===== src/rtl/register_file.sv =====
// General-purpose register file: two combinational read ports, one
// synchronous write port, optional hardwired-zero register 0.
module register_file #(
    parameter int DATA_WIDTH = 8,
    parameter int ADDR_WIDTH = 3,
    parameter int ZERO_REG   = 1
) (
    input  logic                  clk,
    input  logic                  rst,
    input  logic                  we3,
    input  logic [ADDR_WIDTH-1:0] wa3,
    input  logic [DATA_WIDTH-1:0] wd3,
    input  logic [ADDR_WIDTH-1:0] ra1,
    input  logic [ADDR_WIDTH-1:0] ra2,
    output logic [DATA_WIDTH-1:0] rd1,
    output logic [DATA_WIDTH-1:0] rd2
);

    localparam int NREGS = 1 << ADDR_WIDTH;

    logic [DATA_WIDTH-1:0] regs_q [NREGS];
    logic [DATA_WIDTH-1:0] regs_d [NREGS];

    logic wa_zero;
    logic ra1_zero;
    logic ra2_zero;

    assign wa_zero  = (ZERO_REG != 0) && (wa3 == '0);
    assign ra1_zero = (ZERO_REG != 0) && (ra1 == '0);
    assign ra2_zero = (ZERO_REG != 0) && (ra2 == '0);

    always_comb begin
        regs_d = regs_q;
        if (we3 && !wa_zero) begin
            regs_d[wa3] = wd3;
        end
    end

    // Reset wins over a same-cycle write.
    always_ff @(posedge clk) begin
        if (rst) begin
            for (int i = 0; i < NREGS; i++) begin
                regs_q[i] <= '0;
            end
        end else begin
            regs_q <= regs_d;
        end
    end

    // No write-through: reads see the stored value until the edge.
    assign rd1 = ra1_zero ? '0 : regs_q[ra1];
    assign rd2 = ra2_zero ? '0 : regs_q[ra2];

endmodule


===== config.mk =====
export PLATFORM = sky130hd
export DESIGN_NAME = register_file
export DESIGN_NICKNAME = d
export VERILOG_FILES = /design/src/rtl/register_file.sv
export SDC_FILE = /design/constraint.sdc
export NUM_CORES = 1
export LEC_CHECK = 0
export BUFFER_PORTS_ARGS = -buffer_cell sky130_fd_sc_hd__buf_2
export CAP_MARGIN = 10
export CORE_MARGIN = 4
export CORE_UTILIZATION = 30
export CTS_CLUSTER_SIZE = 12
export DETAILED_ROUTE_END_ITERATION = 8
export GPL_TIMING_DRIVEN = 0
export PLACE_DENSITY = 0.56
export REMOVE_ABC_BUFFERS = 1
export SLEW_MARGIN = 0
export SYNTH_ARGS = -nofsm -noshare
export SYNTH_HDL_FRONTEND = slang
export SYNTH_SLANG_ARGS = --single-unit

===== constraint.sdc =====
create_clock -name clk -period 2.89 [get_ports clk]
set_input_delay 0 -clock clk [delete_from_list [all_inputs] [get_ports clk]]
set_output_delay 0 -clock clk [all_outputs]
set_load 0.03 [all_outputs]

After elaboration in Yosys (flattened, before gate mapping):

Cells that the tools add are included.

* register bits: 64
* bits of input ports: 20
* output and inout bits: 16
* logic and storage cells: 32

* magnitude comparators: 4
* mux-type cells: 11
* bitwise operators: 3
* reduce and logical (&&, ||, !) cells: 6

Operators by type and width (number)
* $bwmux W64: 1
* $mux W8: 7
* $bmux W8 S3: 2
* $demux W8 S3: 1
* $ge A4 B4 Y1 const B: 3
* $not A3 Y4: 3
* $logic_not A3 Y1: 3
* $lt A4 B1 Y1 const B: 1
* $logic_and A1 B1 Y1: 2
* $logic_not A1 Y1: 1

Logic depth before layout (Yosys ltp):

Gate-level depths: netlist (run 1).

* word-level depth: 6
* gate-level depth with buffers: 5
* mapped depth without buffers: 3

Worst setup path before layout (run 1):

OpenSTA, ideal clock, no wires.

* path kind: in2out
* start: input ra1[2]
* end: output rd1[0]
* arrival: 1352 ps
* required time: 2890 ps
* slack: 1538 ps
* stages on the path: 4
* path buffers: 2
* path through: clkbuf_2 -> nor2b_1 -> clkbuf_1 -> a221oi_1

* word-level cells in the longest chain between the ends: 5
* elaborated cells between the ends (all ways): 6
* classes of those cells: 4 x mux; 1 x bitwise; 1 x reduce/logical

RTL lines
* from (decl): line 13 `input logic [ADDR_WIDTH-1:0] ra1,`
* $not A3 Y4 (implied by the code): line 51 `assign rd1 = ra1_zero ? '0 : regs_q[ra1];`
* $bmux W8 S3: line 51
* $mux W8 (implied by the code) (2 in series): line 51
* $mux W8 *: line 51
* to (decl): line 15 `output logic [DATA_WIDTH-1:0] rd1,`

Every way passes the cells marked *; elsewhere a longest branch is shown, timed or not. The select of a mux whose other input is x is not followed.

Final worst setup path (run 1):

* start: input ra1[0]
* end: output rd1[0]

The elaborated chain is that of the path after synthesis.

==> metrics, run 1 <==
ratio of cells with drive above 1 in the final layout=21.84%; Worst R2R Setup Slack=2.19 ns; area grow syn2layout=8.529%; post-route cell area=0.003407 mm^2; Setup crit start=ra1[0]; first-pass GRT wire length=14,520 um; Worst Tran Pin Value=1.151 ns; die width=110.3 um; Clock Skew=0 ns; vias in the first global route=2,563; ANT cells=0; setup_tns=0 ns; CP Max Fanout=25; clock power share=29.9%; Pwr Density=443.4 mW/mm^2; Syn Inst Count=331; Yosys cell types=21; status=complete, no violations; final setup fails=0; placed cell areas=0.003234 mm^2; clock buffer depth=2; Post-Route WL=9271 um; Setup crit end=rd1[0]; antenna viol nets, final=0; Port-buffer cells=35; Worst Path Required=2.89 ns; worst r2r src=regs_q[53]$_SDFFE_PP0P_; fin crit period=2.234 ns; GP Congestion=0.7103; clock sinks=56; # rows=37; sw power=441.2 uW; CP Capture Type=output pin; Final Hold Fails=0; Synth Cell Area=0.003139 mm^2; Worst VDD drop=197.7 uV; #FFs+latches synth=56; sequential power share=53.0%; RSZ-0062 raised after global routing=no; depth of the worst register-to-register path=2; count of max-cap constraint violations=0; HP Class=input port to flop; Largest Register=regs_q; htree depth=2; Arr. time, crit path=2.23 ns; Filler Cell Count=1,077; max reg flops=56; Clock transition at path regs=0.10 ns; CTS-repair resized insts=0; Leakage Power=0.001253 uW; die area=0.01217 mm^2; Period Utilization, post-route=77.31%; Vias/cell=5.198; top-area cell type share of the netlist area=35.71%; Tot GR Track Use=16.10%; Slew Limit Fails=0; area of the multi-input gates=0.001768 mm^2; worst skew pair latency=0.31 ns; drc violations=0; Setup Fix Bufs, Post-CTS=0; DPL Wire Length=5845 um; Ys Warns=0; biggest regs=regs_q (56); fin nets=367; Yosys top cell by area=dfxtp_1; Area contributors post-synth=dfxtp_1 36%, mux2i_1 18%, nand2_1 7.7%, a221oi_2 6.7%, a21oi_1 5.1%; CTS root buffer=clkbuf_8; register area=0.001121 mm^2; switching share of power=29.20%; Setup CP Type=input port to output pin; Ports=36; Startpoint Class=input port; HP Start=wa3[1]; CTS tree=done; DR iter-0 viols=234; Logic pwr share=17.2%; die height=110.3 um; capturing point of the worst reg2reg path=regs_q[53]$_SDFFE_PP0P_; fmax=447.6 MHz; initial antenna violation count=0; Initial Util=30.55%; Int Pwr=1070 uW; Initial DRT Pass Iterations=4; largest net degree at the start of global routing=57; vias=2,516; sequential share of the synthesized area=35.71%; total power=1511 uW; max_slew headroom=23.13%; CTS Buf Count=5; CORE AREA=0.01028 mm^2; grt total ovfl=0; wire per inst=19.15 um; Avg Cell Area, Syn=9.484 um^2
==> metrics by stage <==
step | utilization (%) | hold slack [ns] | std cells | worst slack (ns)
after floorplan | - | 0.06907 | 297 | 1.503
after detailed placement | 31.47 | 0.3193 | 468 | 0.6387
final | 33.15 | 0.3439 | 484 | 0.6559
after global routing | 33.15 | 0.3822 | 484 | 0.5269
after global placement | 31.47 | 0.3095 | 468 | 0.6882
after CTS | 33.15 | 0.3335 | 484 | 0.6523
==> cells in the mapped netlist <==
| cell | count |
|---|---|
| and4_1 | 1 |
| nand4_1 | 1 |
| a221oi_2 | 14 |
| and4b_1 | 3 |
| nor2_1 | 24 |
| nand4b_1 | 3 |
| buf_6 | 5 |
| nand2_1 | 64 |
| and4bb_2 | 3 |
| clkbuf_1 | 9 |
| nor2b_1 | 4 |
| mux2i_1 | 56 |
| and2_1 | 2 |
| clkbuf_2 | 5 |
| a21oi_1 | 32 |
| dfxtp_1 | 56 |
| mux2_4 | 6 |
| a221oi_1 | 18 |
| buf_2 | 11 |
| mux2_2 | 10 |
| buf_12 | 4 |
==> critical path: stages <==
cell	delay [ns]
buf_2	0.60
nor2b_1	0.85
a221oi_1	0.24
a221oi_1	0.28
buf_2	0.25
==> power by group through the flow <==
stage	registers, uW	logic (uW)	clock network, uW
3_5_place_dp	818	252	0
2_1_floorplan	815	135	0
5_1_grt	803	280	493
4_1_cts	800	261	467
3_3_place_gp	817	248	0
6_report	800	259	451
==> kinds of logic after synthesis <==
| family | synth area share, % |
|---|---|
| AOI/OAI and AO/OA | 16.82 |
| buffers and inverters | 7.971 |
| DFF | 35.71 |
| muxes | 24.31 |
| and+or+nand+nor | 15.19 |
==> cell usage in the layout, fill, tap and decap left out <==
master / n
a21oi_1: 32
a221oi_1: 18
a221oi_2: 14
and2_1: 2
and4_1: 1
and4b_1: 3
and4bb_2: 3
buf_2: 35
clkbuf_8: 6
clkinv_2: 2
dfxtp_1: 56
dlygate4sd3_1: 8
mux2_2: 10
mux2_4: 6
mux2i_1: 56
nand2_1: 64
nand4_1: 1
nand4b_1: 3
nor2_1: 24
nor2b_1: 4
==> layout make-up <==
type	count	area share, %
Multi-Input combinational cell	241	51.89
Sequential cell	56	32.91
Timing Repair Buffer	43	7.492
Tap cell	136	4.994
Clock buffer	6	2.424
Clock inverter	2	0.2938
==> per-layer routing <==
layer	track usage (%)	wire length, um	vias to the layer above	share of wire, %
met3	3.262	470	11	5.1
met4	6.245	158	0	1.7
met5	0	0	-	0
met2	26.43	4426	62	48
met1	20.76	4215	1217	45
li1	-	-	1226	-
==> what timing repair did <==
item                                    in CTS  in global routing
hold endpoints to repair                    28                  0
endpoints found under the setup margin       0                  0
hold buffers                                 8                  0
==> worst min path at each step <==
stage,endpoint,cells after the start
finish,regs_q[32]$_SDFFE_PP0P_,4
global route,regs_q[33]$_SDFFE_PP0P_,4
CTS,regs_q[32]$_SDFFE_PP0P_,4
detailed placement,regs_q[7]$_SDFFE_PP0P_,3
global placement,regs_q[15]$_SDFFE_PP0P_,3
floorplan,regs_q[0]$_SDFFE_PP0P_,1
(Power assumes the default switching activity.)
==> run 2, diff against run 1 <==
==> constraint.sdc (replaced) <==
create_clock -name clk -period 2.3 [get_ports clk]
set_input_delay 0 -clock clk [delete_from_list [all_inputs] [get_ports clk]]
set_output_delay 0 -clock clk [all_outputs]
set_load 0.03 [all_outputs]
==> run 2 against run 1 <==
Die area did not move. Routed wire length rose by 1.9%. Utilization barely moved. Cell area barely moved. Sequential share of layout area barely moved. Critical endpoint unchanged. Register-to-register slack got worse by 0.59 ns. Highest routed layer unchanged. First-iteration DRC count fell by 20%. Global-route usage did not move.
==> metrics, run 2 (synthesized netlist as in run 1, its figures left out) <==
status=complete, no violations; Min Hold Slack=0.3402 ns (-0.003718 ns); fin nets=367 (unchanged); Setup Fix Bufs, Post-CTS=0 (unchanged); Period Utilization, post-route=96.08%; # rows=37 (unchanged); vias=2,544 (+1.1%); first-pass GRT wire length=14,520 um (unchanged); die width=110.3 um (unchanged); Startpoint Class=input port; CP Max Fanout=25 (unchanged); worst skew pair latency=0.31 ns (about the same); Tot GR Track Use=16.10% (unchanged); fin crit period=2.210 ns; Final Hold Fails=0 (unchanged); ratio of cells with drive above 1 in the final layout=22.13% (+0.29 points); Clock transition at path regs=0.10 ns (about the same); htree depth=2 (unchanged); Pwr Density=558.7 mW/mm^2 (+26%); max reg flops=56 (unchanged); Worst Path Required=2.30 ns (-0.59 ns); clock buffer depth=2 (unchanged); Clock Skew=0 ns (unchanged); area grow syn2layout=8.609% (about the same); drc violations=0 (unchanged); CTS Buf Count=5 (unchanged); most common cell after layout, fill and taps aside=nand2_1; Port-buffer cells=35 (unchanged); CORE AREA=0.01028 mm^2 (unchanged); Largest Register=regs_q; Slew Limit Fails=0 (unchanged); Setup CP Type=input port to output pin; CP Capture Type=output pin; die height=110.3 um (unchanged); Vias/cell=5.256 (+1.1%); vias in the first global route=2,563 (unchanged); highest-count cells in the layout ignoring fill and taps=64 x nand2_1, 56 x mux2i_1, 56 x dfxtp_1; Worst VDD drop=246.7 uV (+25%); HP Class=input port to flop; Initial DRT Pass Iterations=4 (unchanged); Top delay family on crit path=buffers and inverters; worst path cell trace=buf_2 > nor2b_1 > a221oi_1 > a221oi_1 > buf_2; DR iter-0 viols=188 (-20%); DPL Wire Length=5845 um (unchanged); CTS root buffer=clkbuf_8; Arr. time, crit path=2.21 ns (-0.02 ns); CTS tree=done; setup_tns=0 ns (unchanged); fmax=452.5 MHz; post-route cell area=0.003410 mm^2 (about the same); die area=0.01217 mm^2 (unchanged); initial antenna violation count=0 (unchanged); Leakage Power=0.001254 uW (about the same); clock sinks=56 (unchanged); Post-Route WL=9447 um (+1.9%); Buf/Inv on CP=2 (unchanged); GP Congestion=0.7103 (unchanged); max_slew headroom=22.67% (-0.46 points); wire per inst=19.52 um (+1.9%); Ports=36 (unchanged); biggest regs=regs_q (56); placed cell areas=0.003234 mm^2 (unchanged); Largest stage delay, worst path=0.82 ns (-0.03 ns); CP max stage cell=nor2b_1; final setup fails=0 (unchanged); Worst Tran Pin Value=1.158 ns (+0.006813 ns); Final Util=33.18% (about the same); grt total ovfl=0 (unchanged); RSZ-0062 raised after global routing=no; antenna viol nets, final=0 (unchanged); count of max-cap constraint violations=0 (unchanged); ANT cells=0 (unchanged); Initial Util=30.55% (unchanged); largest net degree at the start of global routing=57 (unchanged)
[run 2: changes by cell type in the layout (fill, tap and decap cells not counted)]
cell | previous run | this run
nor2b_1 | 4 | 3
nor2b_2 | 0 | 1
[run 2: area by class of cell]
class	count	area (um^2)
Fill cell	1076	6868
Multi-Input combinational cell	241	1770
Sequential cell	56	1121
Timing Repair Buffer	43	255.2
Tap cell	136	170.2
Clock buffer	6	82.58
Clock inverter	2	10.01
[run 2: path summary, 6_finish.rpt]
| path | depth (start not counted) | startpoint | endpoint | slack [ns] |
|---|---|---|---|---|
| setup / recovery | 5 | ra1[0] | rd1[0] | 0.09 |
| hold / removal | 2 | rst | regs_q[29]$_SDFFE_PP0P_ | 0.34 |
| setup reg to reg | 2 | regs_q[53]$_SDFFE_PP0P_ | regs_q[53]$_SDFFE_PP0P_ | 1.60 |
| hold reg to reg | 2 | regs_q[1]$_SDFFE_PP0P_ | regs_q[1]$_SDFFE_PP0P_ | 0.48 |
[run 2: report_power, final]
part	internal, uW	switching, uW	leakage, uW	total (uW)
clock network	242	331	0.0000510	573
registers	990	15.8	0.000453	1010
logic	113	214	0.000750	326
[run 2: per-stage QoR]
step | std cells | total power, uW | worst slack (ns)
finish | 484 | 1905 | 0.09026
global route | 484 | 1981 | 0.01021
CTS | 484 | 1920 | 0.06226
detailed placement | 468 | 1344 | 0.04866
global placement | 468 | 1337 | 0.09819
floorplan | 297 | 1193 | 0.9128
[run 2: timing repair]
item,in CTS,in global routing
resized for setup,0,1
setup endpoints to repair,0,2
hold endpoints to repair,28,0
hold buffers,8,0
[run 2: per-layer routing]
layer  global-route usage, %  vias to the layer above  wire, um
met3                   3.262                       13       594
met4                   6.245                        0       233
li1                        -                     1226         -
met1                   20.76                     1230      4176
met5                       0                        -         0
met2                   26.43                       75      4443
==> run 3, diff against run 2 <==
--- a/config.mk
+++ b/config.mk
@@ -5,14 +5,14 @@
 export SDC_FILE = /design/constraint.sdc
 export NUM_CORES = 1
 export LEC_CHECK = 0
-export BUFFER_PORTS_ARGS = -buffer_cell sky130_fd_sc_hd__buf_2
 export CAP_MARGIN = 10
 export CORE_MARGIN = 4
 export CORE_UTILIZATION = 30
 export CTS_CLUSTER_SIZE = 12
 export DETAILED_ROUTE_END_ITERATION = 8
+export DONT_BUFFER_PORTS = 1
 export GPL_TIMING_DRIVEN = 0
-export PLACE_DENSITY = 0.56
+export PLACE_DENSITY = 0.55
 export REMOVE_ABC_BUFFERS = 1
 export SLEW_MARGIN = 0
 export SYNTH_ARGS = -nofsm -noshare
==> run 3 against run 2 <==
Cell area down 3.7%. Clock power up 12%. Global-route usage fell by 0.32 points. First-iteration DRC count is 15% lower. Critical endpoint is now rd2[1]. Fmax up 16%. Via count decreased by 4.2%. Critical path depth shrank 2. Worst setup slack gained 0.30 ns.
==> metrics, run 3 (synthesized netlist as in run 1, its figures left out) <==
Port-buffer cells=0 (-100%); HP Class=input port to flop; met1 usage=20.90% (+0.14 points); Tot GR Track Use=15.78% (-0.32 points); worst skew pair latency=0.31 ns (about the same); Arr. time, crit path=1.91 ns (-0.30 ns); Pwr Density=578.8 mW/mm^2 (+3.6%); fmax=524.7 MHz (+16%); area grow syn2layout=4.623%; max_slew headroom=28.69% (+6.0 points); status=complete, no violations; Setup CP Type=input port to output pin; CTS root buffer=clkbuf_8; wire per inst=20.82 um (+6.7%); post-route cell area=0.003284 mm^2 (-3.7%); CTS tree=done; DPL Wire Length=5841 um (about the same); CP Capture Type=output pin; htree depth=2 (unchanged); die width=110.3 um (unchanged); Worst Path Required=2.30 ns (about the same); Leakage Power=0.001128 uW (-10%); most common cell after layout, fill and taps aside=nand2_1; drc violations=0 (unchanged); Vias/cell=5.406 (+2.8%); fin crit period=1.906 ns (-0.3039 ns); Filler Cell Count=1,089 (+1.2%); Startpoint Class=input port; Largest Register=regs_q; cts hold-fix bufs=10 (+2); clock buffer depth=2 (unchanged); Final Hold Fails=0 (unchanged); Worst Tran Pin Value=1.067 ns (-0.09017 ns); vias in the first global route=2,381 (-7.1%); GP Congestion=0.7003 (-1.4%); vias=2,438 (-4.2%); Clock transition at path regs=0.09 ns (about the same); ratio of cells with drive above 1 in the final layout=13.02% (-9.1 points); count of max-cap constraint violations=0 (unchanged); met3 usage=4.659% (+1.4 points); CTS-repair resized insts=0 (unchanged); RSZ-0062 raised after global routing=no; CTS Buf Count=5 (unchanged); Initial DRT Pass Iterations=4 (unchanged); Post-Route WL=9390 um (-0.60%); Initial Util=30.55% (unchanged); Clock Skew=0 ns (unchanged); setup_tns=0 ns (unchanged); die height=110.3 um (unchanged); initial antenna violation count=1 (+1); CP Max Fanout=25 (unchanged); max reg flops=56 (unchanged); Worst R2R Setup Slack=1.12 ns (-0.48 ns); grt total ovfl=0 (unchanged); largest net degree at the start of global routing=57 (unchanged); biggest regs=regs_q (56); CORE AREA=0.01028 mm^2 (unchanged); grt peak-use layer=met2; placed cell areas=0.003059 mm^2 (-5.4%); ANT cells=0 (unchanged); antenna viol nets, final=0 (unchanged); DR iter-0 viols=159 (-15%); clock sinks=56 (unchanged); Period Utilization, post-route=82.86% (-13 points); die area=0.01217 mm^2 (unchanged); Ports=36 (unchanged); Slew Limit Fails=0 (unchanged); fin nets=334 (-9.0%); final setup fails=0 (unchanged); first-pass GRT wire length=13,920 um (-4.2%); met2 usage=24.87% (-1.6 points); highest-count cells in the layout ignoring fill and taps=64 x nand2_1, 56 x mux2i_1, 56 x dfxtp_1; # rows=37 (unchanged); Worst VDD drop=256.6 uV (+4.0%); Setup Fix Bufs, Post-CTS=0 (unchanged); Min Hold Slack=0.008126 ns (-0.3321 ns)
## run 3: cell types whose count changed in the layout (fill, tap and decap cells not counted)
cell / change
clkinv_2: -1
buf_16: +1
nor2b_2: -1
dlygate4sd3_1: +1
clkbuf_1: +1
nor2b_1: +1
buf_2: -35
bufinv_16: +1
clkbuf_8: -1
## run 3: cell type report
class / instances / area (um^2) / share of cell area, %
Clock inverter: 2 / 35.03 / 1.067
Timing Repair Buffer: 10 / 117.6 / 3.581
Multi-Input combinational cell: 241 / 1768 / 53.83
Clock buffer: 6 / 72.57 / 2.210
Tap cell: 136 / 170.2 / 5.181
Sequential cell: 56 / 1121 / 34.13
## run 3: worst paths after layout
check / from / cells after the start / endpoint
worst min register to register: regs_q[39]$_SDFFE_PP0P_ / 2 / regs_q[39]$_SDFFE_PP0P_
worst min-delay path: rst / 2 / regs_q[23]$_SDFFE_PP0P_
worst max-delay path: ra2[0] / 3 / rd2[1]
worst max register to register: regs_q[10]$_SDFFE_PP0P_ / 3 / regs_q[10]$_SDFFE_PP0P_
## run 3: worst max-delay path, stage by stage
cell      delay, ns
nor2b_1        0.74
a221oi_1       0.22
a221oi_1       0.94
## run 3: metal layers
metal / share of wire (%) / vias up
met5: 0.075 / -
met3: 7.2 / 15
met1: 44 / 1173
li1: - / 1162
met4: 2.4 / 2
met2: 46 / 86
## run 3: power breakdown
part | total, uW | internal [uW] | switching (uW)
Clock | 643 | 324 | 319
Combinational | 252 | 92.1 | 159
Sequential | 1010 | 990 | 15.9
Total | 1900 | 1410 | 495
## run 3: metrics by stage
stage	instances	utilization [%]	power, uW	setup WS, ns
global placement	433	29.77	1232	0.4038
floorplan	297	-	1193	0.9128
finish	451	31.96	1901	0.3942
CTS	451	31.96	1919	0.4044
global route	451	31.96	1973	0.2752
detailed placement	433	29.77	1235	0.3809
